==> config.mk <==
export PLATFORM = sky130hd
export DESIGN_NAME = i_decode
export DESIGN_NICKNAME = d
export VERILOG_FILES = /design/src/rtl/riscv_pkg.sv /design/src/rtl/reg_file.sv /design/src/rtl/i_decode.sv
export SDC_FILE = /design/constraint.sdc
export NUM_CORES = 2
export LEC_CHECK = 0
export ABC_AREA = 1
export BUFFER_PORTS_ARGS = -buffer_cell sky130_fd_sc_hd__buf_2
export CAP_MARGIN = 25
export CORE_MARGIN = 1
export CORE_UTILIZATION = 56
export CTS_CLUSTER_SIZE = 28
export DETAILED_ROUTE_END_ITERATION = 10
export PLACE_DENSITY = 0.83
export RECOVER_POWER = 25
export SETUP_SLACK_MARGIN = 0.05
export SYNTH_ARGS = -nofsm -noshare
export SYNTH_HDL_FRONTEND = slang
export SYNTH_HIERARCHICAL = 1
export SYNTH_SLANG_ARGS = --single-unit
==> constraint.sdc <==
create_clock -name i_clk -period 1.5 [get_ports i_clk]
set_clock_uncertainty 0.2 [all_clocks]
set_input_delay 0.075 -clock i_clk [delete_from_list [all_inputs] [get_ports i_clk]]
set_output_delay 0.075 -clock i_clk [all_outputs]
set_load 0.02 [all_outputs]
==> src/rtl/riscv_pkg.sv <==
// riscv_pkg: RV32I opcode constants, decode enums, control word and immediate helpers.
`default_nettype none

package riscv_pkg;

    localparam logic [6:0] OPC_LUI    = 7'b0110111;
    localparam logic [6:0] OPC_AUIPC  = 7'b0010111;
    localparam logic [6:0] OPC_JAL    = 7'b1101111;
    localparam logic [6:0] OPC_JALR   = 7'b1100111;
    localparam logic [6:0] OPC_BRANCH = 7'b1100011;
    localparam logic [6:0] OPC_LOAD   = 7'b0000011;
    localparam logic [6:0] OPC_STORE  = 7'b0100011;
    localparam logic [6:0] OPC_OP_IMM = 7'b0010011;
    localparam logic [6:0] OPC_OP     = 7'b0110011;

    typedef enum logic [2:0] {
        IMM_R = 3'd0,
        IMM_I = 3'd1,
        IMM_S = 3'd2,
        IMM_B = 3'd3,
        IMM_U = 3'd4,
        IMM_J = 3'd5
    } imm_type_e;

    typedef enum logic [3:0] {
        ALU_ADD   = 4'd0,
        ALU_SUB   = 4'd1,
        ALU_SLL   = 4'd2,
        ALU_SLT   = 4'd3,
        ALU_SLTU  = 4'd4,
        ALU_XOR   = 4'd5,
        ALU_SRL   = 4'd6,
        ALU_SRA   = 4'd7,
        ALU_OR    = 4'd8,
        ALU_AND   = 4'd9,
        ALU_PASSB = 4'd10,
        ALU_ADDPC = 4'd11
    } alu_op_e;

    typedef enum logic [1:0] {
        RES_ALU  = 2'd0,
        RES_MEM  = 2'd1,
        RES_PC4  = 2'd2,
        RES_RSVD = 2'd3
    } result_sel_e;

    typedef struct packed {
        logic        reg_wr;
        logic        mem_wr;
        result_sel_e result_sel;
        alu_op_e     alu_op;
        logic        alu_src;
        logic        branch;
        logic        jump;
    } ctrl_t;

    localparam ctrl_t CTRL_NOP = '0;

    // Takes instr[31:7]; the opcode bits never contribute to an immediate.
    function automatic logic [31:0] gen_imm(input logic [31:7] ins, input imm_type_e fmt);
        logic [31:0] imm;
        case (fmt)
            IMM_I:   imm = {{20{ins[31]}}, ins[31:20]};
            IMM_S:   imm = {{20{ins[31]}}, ins[31:25], ins[11:7]};
            IMM_B:   imm = {{19{ins[31]}}, ins[31], ins[7], ins[30:25], ins[11:8], 1'b0};
            IMM_U:   imm = {ins[31:12], 12'b0};
            IMM_J:   imm = {{11{ins[31]}}, ins[31], ins[19:12], ins[20], ins[30:21], 1'b0};
            default: imm = '0;
        endcase
        return imm;
    endfunction

    // alt is instr[30]; it selects SUB only for register-register ops, SRA for both.
    function automatic alu_op_e alu_from_funct(input logic [2:0] f3, input logic alt, input logic is_op);
        alu_op_e op;
        case (f3)
            3'b000:  op = (is_op && alt) ? ALU_SUB : ALU_ADD;
            3'b001:  op = ALU_SLL;
            3'b010:  op = ALU_SLT;
            3'b011:  op = ALU_SLTU;
            3'b100:  op = ALU_XOR;
            3'b101:  op = alt ? ALU_SRA : ALU_SRL;
            3'b110:  op = ALU_OR;
            default: op = ALU_AND;
        endcase
        return op;
    endfunction

    function automatic alu_op_e alu_for_branch(input logic [2:1] f3_hi);
        alu_op_e op;
        case (f3_hi)
            2'b10:   op = ALU_SLT;
            2'b11:   op = ALU_SLTU;
            default: op = ALU_SUB;
        endcase
        return op;
    endfunction

endpackage

`default_nettype wire

==> src/rtl/reg_file.sv <==
// reg_file: 2R1W architectural register file, async read, x0 hardwired to zero.
// Macro WB_BYPASS_EN: a same-cycle write is forwarded to a matching read port.
`default_nettype none

module reg_file #(
    parameter int DATA_W   = 32,
    parameter int NUM_REGS = 32
) (
    input  logic                        clk_i,
    input  logic                        rst_ni,
    input  logic                        wr_en_i,
    input  logic [$clog2(NUM_REGS)-1:0] wr_addr_i,
    input  logic [DATA_W-1:0]           wr_data_i,
    input  logic [$clog2(NUM_REGS)-1:0] rs1_addr_i,
    input  logic [$clog2(NUM_REGS)-1:0] rs2_addr_i,
    output logic [DATA_W-1:0]           rs1_data_o,
    output logic [DATA_W-1:0]           rs2_data_o
);

    localparam int ADDR_W = $clog2(NUM_REGS);

    logic [DATA_W-1:0] regs_q [NUM_REGS];

    always_ff @(posedge clk_i or negedge rst_ni) begin
        if (!rst_ni) begin
            for (int i = 0; i < NUM_REGS; i++) begin
                regs_q[i] <= '0;
            end
        end else if (wr_en_i && (wr_addr_i != '0)) begin
            regs_q[wr_addr_i] <= wr_data_i;
        end
    end

    function automatic logic [DATA_W-1:0] read_port(input logic [ADDR_W-1:0] addr);
        logic [DATA_W-1:0] data;
        if (addr == '0) begin
            data = '0;
`ifdef WB_BYPASS_EN
        end else if (wr_en_i && (wr_addr_i == addr)) begin
            data = wr_data_i;
`endif
        end else begin
            data = regs_q[addr];
        end
        return data;
    endfunction

    assign rs1_data_o = read_port(rs1_addr_i);
    assign rs2_data_o = read_port(rs2_addr_i);

endmodule

`default_nettype wire

==> src/rtl/i_decode.sv <==
// i_decode: RV32I decode stage -- control/immediate generation, register read, ID/EX register.
// Macro WB_BYPASS_EN: register reads see a writeback issued in the same cycle.
`default_nettype none

module i_decode
    import riscv_pkg::*;
#(
    parameter int INSTR_WIDTH = 32,
    parameter int ADDR_WIDTH  = 32,
    parameter int NUM_REGS    = 32
) (
    input  logic                        i_clk,
    input  logic                        i_reset_n,
    input  logic                        i_stall,
    input  logic                        i_flush,
    input  logic [INSTR_WIDTH-1:0]      i_IF_instr,
    input  logic [ADDR_WIDTH-1:0]       i_IF_program_cntr,
    input  logic [ADDR_WIDTH-1:0]       i_IF_program_cntr_next,
    input  logic                        i_WB_reg_wr_en,
    input  logic [$clog2(NUM_REGS)-1:0] i_WB_rd_addr,
    input  logic [INSTR_WIDTH-1:0]      i_WB_rd_data,
    output logic                        o_ID_valid,
    output logic                        o_ID_illegal,
    output logic [INSTR_WIDTH-1:0]      o_ID_rs1_data,
    output logic [INSTR_WIDTH-1:0]      o_ID_rs2_data,
    output logic [$clog2(NUM_REGS)-1:0] o_ID_rs1_addr,
    output logic [$clog2(NUM_REGS)-1:0] o_ID_rs2_addr,
    output logic [$clog2(NUM_REGS)-1:0] o_ID_rd_addr,
    output logic [INSTR_WIDTH-1:0]      o_ID_imm,
    output logic [ADDR_WIDTH-1:0]       o_ID_program_cntr,
    output logic [ADDR_WIDTH-1:0]       o_ID_program_cntr_next,
    output ctrl_t                       o_ID_ctrl
);

    localparam int REG_ADDR_W = $clog2(NUM_REGS);

    typedef struct packed {
        logic                   valid;
        logic                   illegal;
        logic [INSTR_WIDTH-1:0] rs1_data;
        logic [INSTR_WIDTH-1:0] rs2_data;
        logic [REG_ADDR_W-1:0]  rs1_addr;
        logic [REG_ADDR_W-1:0]  rs2_addr;
        logic [REG_ADDR_W-1:0]  rd_addr;
        logic [INSTR_WIDTH-1:0] imm;
        logic [ADDR_WIDTH-1:0]  pc;
        logic [ADDR_WIDTH-1:0]  pc_next;
        ctrl_t                  ctrl;
    } idex_t;

    logic [6:0]            w_opcode;
    logic [2:0]            w_funct3;
    logic                  w_alt;
    logic [REG_ADDR_W-1:0] w_rs1_addr;
    logic [REG_ADDR_W-1:0] w_rs2_addr;
    logic [REG_ADDR_W-1:0] w_rd_addr;
    logic [INSTR_WIDTH-1:0] w_rs1_data;
    logic [INSTR_WIDTH-1:0] w_rs2_data;
    imm_type_e             w_imm_type;
    ctrl_t                 w_ctrl;
    logic                  w_legal;
    idex_t                 w_load;
    idex_t                 idex_d;
    idex_t                 idex_q;

    assign w_opcode   = i_IF_instr[6:0];
    assign w_funct3   = i_IF_instr[14:12];
    assign w_alt      = i_IF_instr[30];
    assign w_rd_addr  = i_IF_instr[7 +: REG_ADDR_W];
    assign w_rs1_addr = i_IF_instr[15 +: REG_ADDR_W];
    assign w_rs2_addr = i_IF_instr[20 +: REG_ADDR_W];

    reg_file #(
        .DATA_W   (INSTR_WIDTH),
        .NUM_REGS (NUM_REGS)
    ) u_reg_file (
        .clk_i      (i_clk),
        .rst_ni     (i_reset_n),
        .wr_en_i    (i_WB_reg_wr_en),
        .wr_addr_i  (i_WB_rd_addr),
        .wr_data_i  (i_WB_rd_data),
        .rs1_addr_i (w_rs1_addr),
        .rs2_addr_i (w_rs2_addr),
        .rs1_data_o (w_rs1_data),
        .rs2_data_o (w_rs2_data)
    );

    // Unknown opcodes fall through with an all-zero control word so nothing downstream writes.
    always_comb begin
        w_ctrl     = CTRL_NOP;
        w_imm_type = IMM_R;
        w_legal    = 1'b1;
        case (w_opcode)
            OPC_LUI: begin
                w_imm_type     = IMM_U;
                w_ctrl.reg_wr  = 1'b1;
                w_ctrl.alu_op  = ALU_PASSB;
                w_ctrl.alu_src = 1'b1;
            end
            OPC_AUIPC: begin
                w_imm_type     = IMM_U;
                w_ctrl.reg_wr  = 1'b1;
                w_ctrl.alu_op  = ALU_ADDPC;
                w_ctrl.alu_src = 1'b1;
            end
            OPC_JAL: begin
                w_imm_type        = IMM_J;
                w_ctrl.reg_wr     = 1'b1;
                w_ctrl.result_sel = RES_PC4;
                w_ctrl.alu_src    = 1'b1;
                w_ctrl.jump       = 1'b1;
            end
            OPC_JALR: begin
                w_imm_type        = IMM_I;
                w_ctrl.reg_wr     = 1'b1;
                w_ctrl.result_sel = RES_PC4;
                w_ctrl.alu_src    = 1'b1;
                w_ctrl.jump       = 1'b1;
            end
            OPC_BRANCH: begin
                w_imm_type    = IMM_B;
                w_ctrl.alu_op = alu_for_branch(w_funct3[2:1]);
                w_ctrl.branch = 1'b1;
            end
            OPC_LOAD: begin
                w_imm_type        = IMM_I;
                w_ctrl.reg_wr     = 1'b1;
                w_ctrl.result_sel = RES_MEM;
                w_ctrl.alu_src    = 1'b1;
            end
            OPC_STORE: begin
                w_imm_type     = IMM_S;
                w_ctrl.mem_wr  = 1'b1;
                w_ctrl.alu_src = 1'b1;
            end
            OPC_OP_IMM: begin
                w_imm_type     = IMM_I;
                w_ctrl.reg_wr  = 1'b1;
                w_ctrl.alu_op  = alu_from_funct(w_funct3, w_alt, 1'b0);
                w_ctrl.alu_src = 1'b1;
            end
            OPC_OP: begin
                w_ctrl.reg_wr = 1'b1;
                w_ctrl.alu_op = alu_from_funct(w_funct3, w_alt, 1'b1);
            end
            default: begin
                w_legal = 1'b0;
            end
        endcase
    end

    always_comb begin
        w_load          = '0;
        w_load.valid    = w_legal;
        w_load.illegal  = ~w_legal;
        w_load.rs1_data = w_rs1_data;
        w_load.rs2_data = w_rs2_data;
        w_load.rs1_addr = w_rs1_addr;
        w_load.rs2_addr = w_rs2_addr;
        w_load.rd_addr  = w_rd_addr;
        w_load.imm      = gen_imm(i_IF_instr[31:7], w_imm_type);
        w_load.pc       = i_IF_program_cntr;
        w_load.pc_next  = i_IF_program_cntr_next;
        w_load.ctrl     = w_ctrl;
    end

    // Flush wins over stall so a squashed slot never survives a concurrent hold.
    always_comb begin
        idex_d = idex_q;
        if (i_flush) begin
            idex_d = '0;
        end else if (!i_stall) begin
            idex_d = w_load;
        end
    end

    always_ff @(posedge i_clk or negedge i_reset_n) begin
        if (!i_reset_n) begin
            idex_q <= '0;
        end else begin
            idex_q <= idex_d;
        end
    end

    assign o_ID_valid             = idex_q.valid;
    assign o_ID_illegal           = idex_q.illegal;
    assign o_ID_rs1_data          = idex_q.rs1_data;
    assign o_ID_rs2_data          = idex_q.rs2_data;
    assign o_ID_rs1_addr          = idex_q.rs1_addr;
    assign o_ID_rs2_addr          = idex_q.rs2_addr;
    assign o_ID_rd_addr           = idex_q.rd_addr;
    assign o_ID_imm               = idex_q.imm;
    assign o_ID_program_cntr      = idex_q.pc;
    assign o_ID_program_cntr_next = idex_q.pc_next;
    assign o_ID_ctrl              = idex_q.ctrl;

endmodule

`default_nettype wire

==> results.md, run 1 <==
- Boundary Pins: ~330
- Die Y: 342 um
- Largest net degree at the start of global routing: between 90 and 100
- Async SR Flop Fraction: 1.00
- Dpl cells: 11.1k
- Stopping stage: global routing (5_1_grt)
- GPL Wtd Cong: 0.985
- Synth top area cells: dfrtp_1 47%, nand2_1 18%, nand3_1 11%
- Simple-Gate Fraction of Synth Area: 0.352
- Post-Syn Instances: roughly 9k
- Vias in the first global route: 88.4k
- Grt total ovfl: about 1.3k
- Post-Synth Adder-Cell Area: 0
- Synth cell types: 32
- Clock Sinks: 1212
- Total CTS buffers: 133
- Die W: 342 um
- Warnings from Yosys: 6
- #FFs+latches synth: 1212
- I/O Buffers: 325
- Post-synthesis xor/xnor area fraction: 0
- CTS Root Cell: clkbuf_16
- First error: [ERROR GRT-0116] Global routing finished with congestion. Check the congestion regions in the DRC Viewer.
- Share of the synthesized area in the top cell type: 0.469
- Synth Area in Compound Gates: 0.118
- Synthesized area per cell: 7.15 sq um
- Largest family of logic cells by synthesized area: simple AND/OR/NAND/NOR gates
- Synth area leader: dfrtp_1
- H-Tree Depth: 4
- Top FF cell, synth: dfrtp_1
- Status: did not finish
- Initial Utilization: 0.565
- First-pass GRT wire length: about 600000 um
- CTS max path bufs: 3
- # rows: 124
- Hpwl dp: between 150000 and 200000 um
- Post-synthesis mux area share: 0
- Post-synthesis sequential area ratio: 0.469
- GRT Overall Usage: 0.680
- Net count after synthesis: 9177
- Post-Syn Area: between 60000 and 70000 sq um
- Post-synth EDFFs: 0
layer usage:
layer | track usage | overflow
met5 | 0.408 | 15
met4 | 0.598 | 292
met3 | 0.567 | 185
met2 | 0.822 | 645
met1 | 0.688 | 156
metrics by stage:
| step | cell area, sq um | setup WS [ns] | utilization | TNS [ns] |
|---|---|---|---|---|
| detailed placement | 75800 | -0.607 | 0.663 | -204.63 |
| floorplan | 66100 | -0.0657 | - | -2.49 |
| CTS | 86000 | -0.266 | 0.752 | -47.65 |
| global placement | 75800 | -0.530 | 0.663 | -148.93 |
Yosys cell counts (all sizes together) (2+ instances only):
cell and n:
a22o 138, nand4 2, nor2 854, o21ai 577, o211ai 16, a21oi 666
buf 278, dfrtp 1212, clkbuf 528, nand3 1423, inv 136, nor3 9
clkinv 2, nor4 2, nand2 3194
cells by family after synthesis:
logic type             Yosys count
buffers and inverters          944
flip-flops                    1212
AO/OA/AOI/OAI                 1399
AND/OR/NAND/NOR               5484
what timing repair did:
action | CTS
gates cloned | 0
buffers inserted | 170
endpoints found under the setup margin | 252
hold buffers | 234
resized for setup | 710
endpoints found under the hold margin | 2392
pin swaps | 439
==> run 2: changes to the inputs <==
Settings changed: CORE_UTILIZATION 56 to 40, CTS_CLUSTER_SIZE 28 to unset, PLACE_DENSITY 0.83 to unset, PLACE_DENSITY_LB_ADDON set to 0.15, SETUP_SLACK_MARGIN 0.05 to unset.
Clock period 1.5 ns to 2 ns, I/O delays scaled along.
==> run 2 against run 1 <==
  * The flow now finishes, with violations (negative hold slack)
  * Synthesized cell count is the same
  * Area after synthesis unchanged
==> results.md, run 2 <==
- CP peak stage delay: 0.59 ns
- Die ar.: 163000 sq um
- GRT Overall Usage: 0.334
- Initial antenna violation count: 8
- CP cell instances: buf_4
- Fin crit period: between 1.5 and 2 ns
- Tcrit/Tclk final: 0.993
- Commonest non-fill, non-tap cell in the layout: nand2_1
- Clock Sinks: 1212 (unchanged)
- First-pass GRT wire length: slightly above 400000 um
- # rows: 147 (+19%)
- Worst path arrival time: ~1.7 ns
- DRT antenna net count: 0
- Vias per inst: around 5.7
- #FFs+latches synth: 1212 (unchanged)
- Hpwl dp: 171000 um (+0.68%)
- Synthesized area per cell: 7.15 sq um (unchanged)
- Element type at the critical path end: output port
- Filler cell count in the final layout: around 15k
- RR Startpoint: u_reg_file/regs_q[270]
- Synth top area cells: dfrtp_1 47%, nand2_1 18%, nand3_1 11%
- Vias in the first global route: 63.6k
- Hold_ws: -0.0491 ns
- Share of the synthesized area in the top cell type: 0.469 (unchanged)
- R2r setup slk: 0.17 ns
- Fmax: 504 MHz
- Initial Utilization: 0.403 (-0.163)
- Slew HR: 0.316
- CP Launch Point: o_ID_rs2_data[9]
- CTS tree: yes
- Async SR Flop Fraction: 1.00 (unchanged)
- Top FF cell, synth: dfrtp_1
- I/O Buffers: 325 (unchanged)
- Hold Crit Class: input port to flop
- Power Total: between 70 and 80 mW
- Syn-to-layout area delta: 25.0%
- Post-route DRC: 0
- Routed len/inst: between 20 and 25 um
- Crit Path Class: flop to output port
- Routed met1 length: approximately 110000 um
- Core area: 161000 sq um
- Crit path buffers/inverters: 1
- 1st-pass router iterations: 8
- WP data required: 1.70 ns
- Warnings from Yosys: 6 (unchanged)
- PwrDens: 935 nW/um^2
- Met3 WL: about 24000 um
- H-Tree Depth: 4 (unchanged)
- Routed via count: roughly 67k
- Failing checks: negative hold slack
- DR iter-0 viols: about 8k
- CP top delay family: flip-flops
- Post-synth EDFFs: 0 (unchanged)
- Lkg Pwr: just under 40 nW
- CP max stage cell: dfrtp_1
- Post-synthesis sequential area ratio: 0.469 (unchanged)
- Status: finished with violations
- Met2 routed WL: around 120000 um
- Crit start category: flop
- Net count after synthesis: 9177 (unchanged)
- Boundary Pins: 326 (unchanged)
- Final Hold Fails: 6
- Post-synth top cells: 3182 x nand2_1, 1415 x nand3_1, 1212 x dfrtp_1
- Synth cell types: 32 (unchanged)
- Die W: 404 um (+18%)
- Highest metal layer with signal wires: met5
- HP Start: i_IF_instr[6]
- Total Wirelength: 278000 um
- Total CTS buffers: 143 (+7.5%)
- CTS Root Cell: clkbuf_16
- Final setup violation count: 0
- Top reg by flops: u_reg_file/regs_q
- Grt total ovfl: 0
- CTS max path bufs: 3 (unchanged)
- Count leader, synth: nand2_1
- TNS Setup: 0 ns
- Max-cap violation count: 0
- Worst ir drop on vdd: between 0.0009 and 0.001 V
- Post-Syn Area: 64600 sq um (unchanged)
- Max Slew Vio Count: 0
- Fin nets: between 9k and 10k
- Die Y: 404 um (+18%)
- Worst-path clk slew: approximately 0.06 ns
- Largest net degree at the start of global routing: approximately 120
- Max FFs per register: approximately 1k
- Worst-path fanout max: 2
- Share of layout cells above drive strength 1: 0.123
- Most frequent cells in the layout: 3176 x nand2_1, 1408 x nand3_1, 1202 x dfrtp_1, 827 x nor2_1, 650 x a21oi_1
- Slew @ Worst Pin: 1.03 ns
- Post-Syn Instances: 9039 (unchanged)
- GPL Wtd Cong: 0.903 (-8.3%)
- Finished Core Util: 0.503
- Clock Latency Late Sink: 0.79 ns
- Synth area leader: dfrtp_1
run 2: cell counts after synthesis:
Identical to the previous run, type by type.
run 2: per-stage QoR:
step                      hold WS, ns  instances  setup slack [ns]  cell area [sq um]
after floorplan                -0.396       9039             0.147              64600
after global placement         -0.186      11251            -0.234              72500
after detailed placement       -0.188      11251            -0.228              72500
after CTS                      0.0148      11860          0.000465              80800
after global routing           0.0220      11872           -0.0454              80800
final                         -0.0491      11873            0.0148              80800
run 2: cell type report:
| type | instances | area (sq um) | share of cell area |
|---|---|---|---|
| antenna | 4 | 10.0 | 0.000124 |
| clock buffer | 211 | 4160 | 0.0515 |
| timing repair buffer | 1219 | 11800 | 0.147 |
| tap | 2160 | 2700 | 0.0334 |
| inverter | 138 | 577 | 0.00714 |
| clock inverter | 45 | 643 | 0.00796 |
| sequential | 1212 | 30300 | 0.375 |
| multi-input combinational | 6884 | 30500 | 0.378 |
run 2: repair_timing:
item	in CTS	in global routing
buffers inserted	0	9
endpoints found under the hold margin	2392	3
pin swaps	0	5
hold buffers	353	4
cloned	0	2
resized for setup	11	28
setup endpoints to repair	11	69
run 2: kinds of logic after synthesis:
kind of cell,after synthesis,share of synthesized area
buffers and inverters,944,0.0611
AO/OA/AOI/OAI,1399,0.118
AND/OR/NAND/NOR,5484,0.352
flip-flops,1212,0.469
run 2: path summary, 6_finish.rpt:
path	depth (start not counted)	end
worst max-delay path	1	o_ID_rs2_data[9]
worst min-delay path	9	o_ID_imm[21]
worst max register to register	10	o_ID_rs1_data[14]
worst min register to register	0	u_reg_file/regs_q[1019]
max in group asynchronous	5	o_ID_rs2_data[3]
min in group asynchronous	4	u_reg_file/regs_q[802]
run 2: worst reg2reg max path: cells and delay by family (launching register included):
kind	cells	cell delay [ns]
simple gates	8	0.87
flops	1	0.39
buf+inv	1	0.17
compound gates	1	0.12
run 2: metal layers:
metal  GRT usage  vias up
met5           0        -
met4       0.187        2
met3      0.0529      779
met2       0.516     3662
met1       0.448    32266
li1            -    30664
run 2: report_power, final:
part | switching, mW | internal (mW)
registers | 3.80 | 29.1
logic | 9.27 | 6.37
clock network | 11.3 | 15.7
total | 24.4 | 51.2
(Power assumes the default switching activity.)
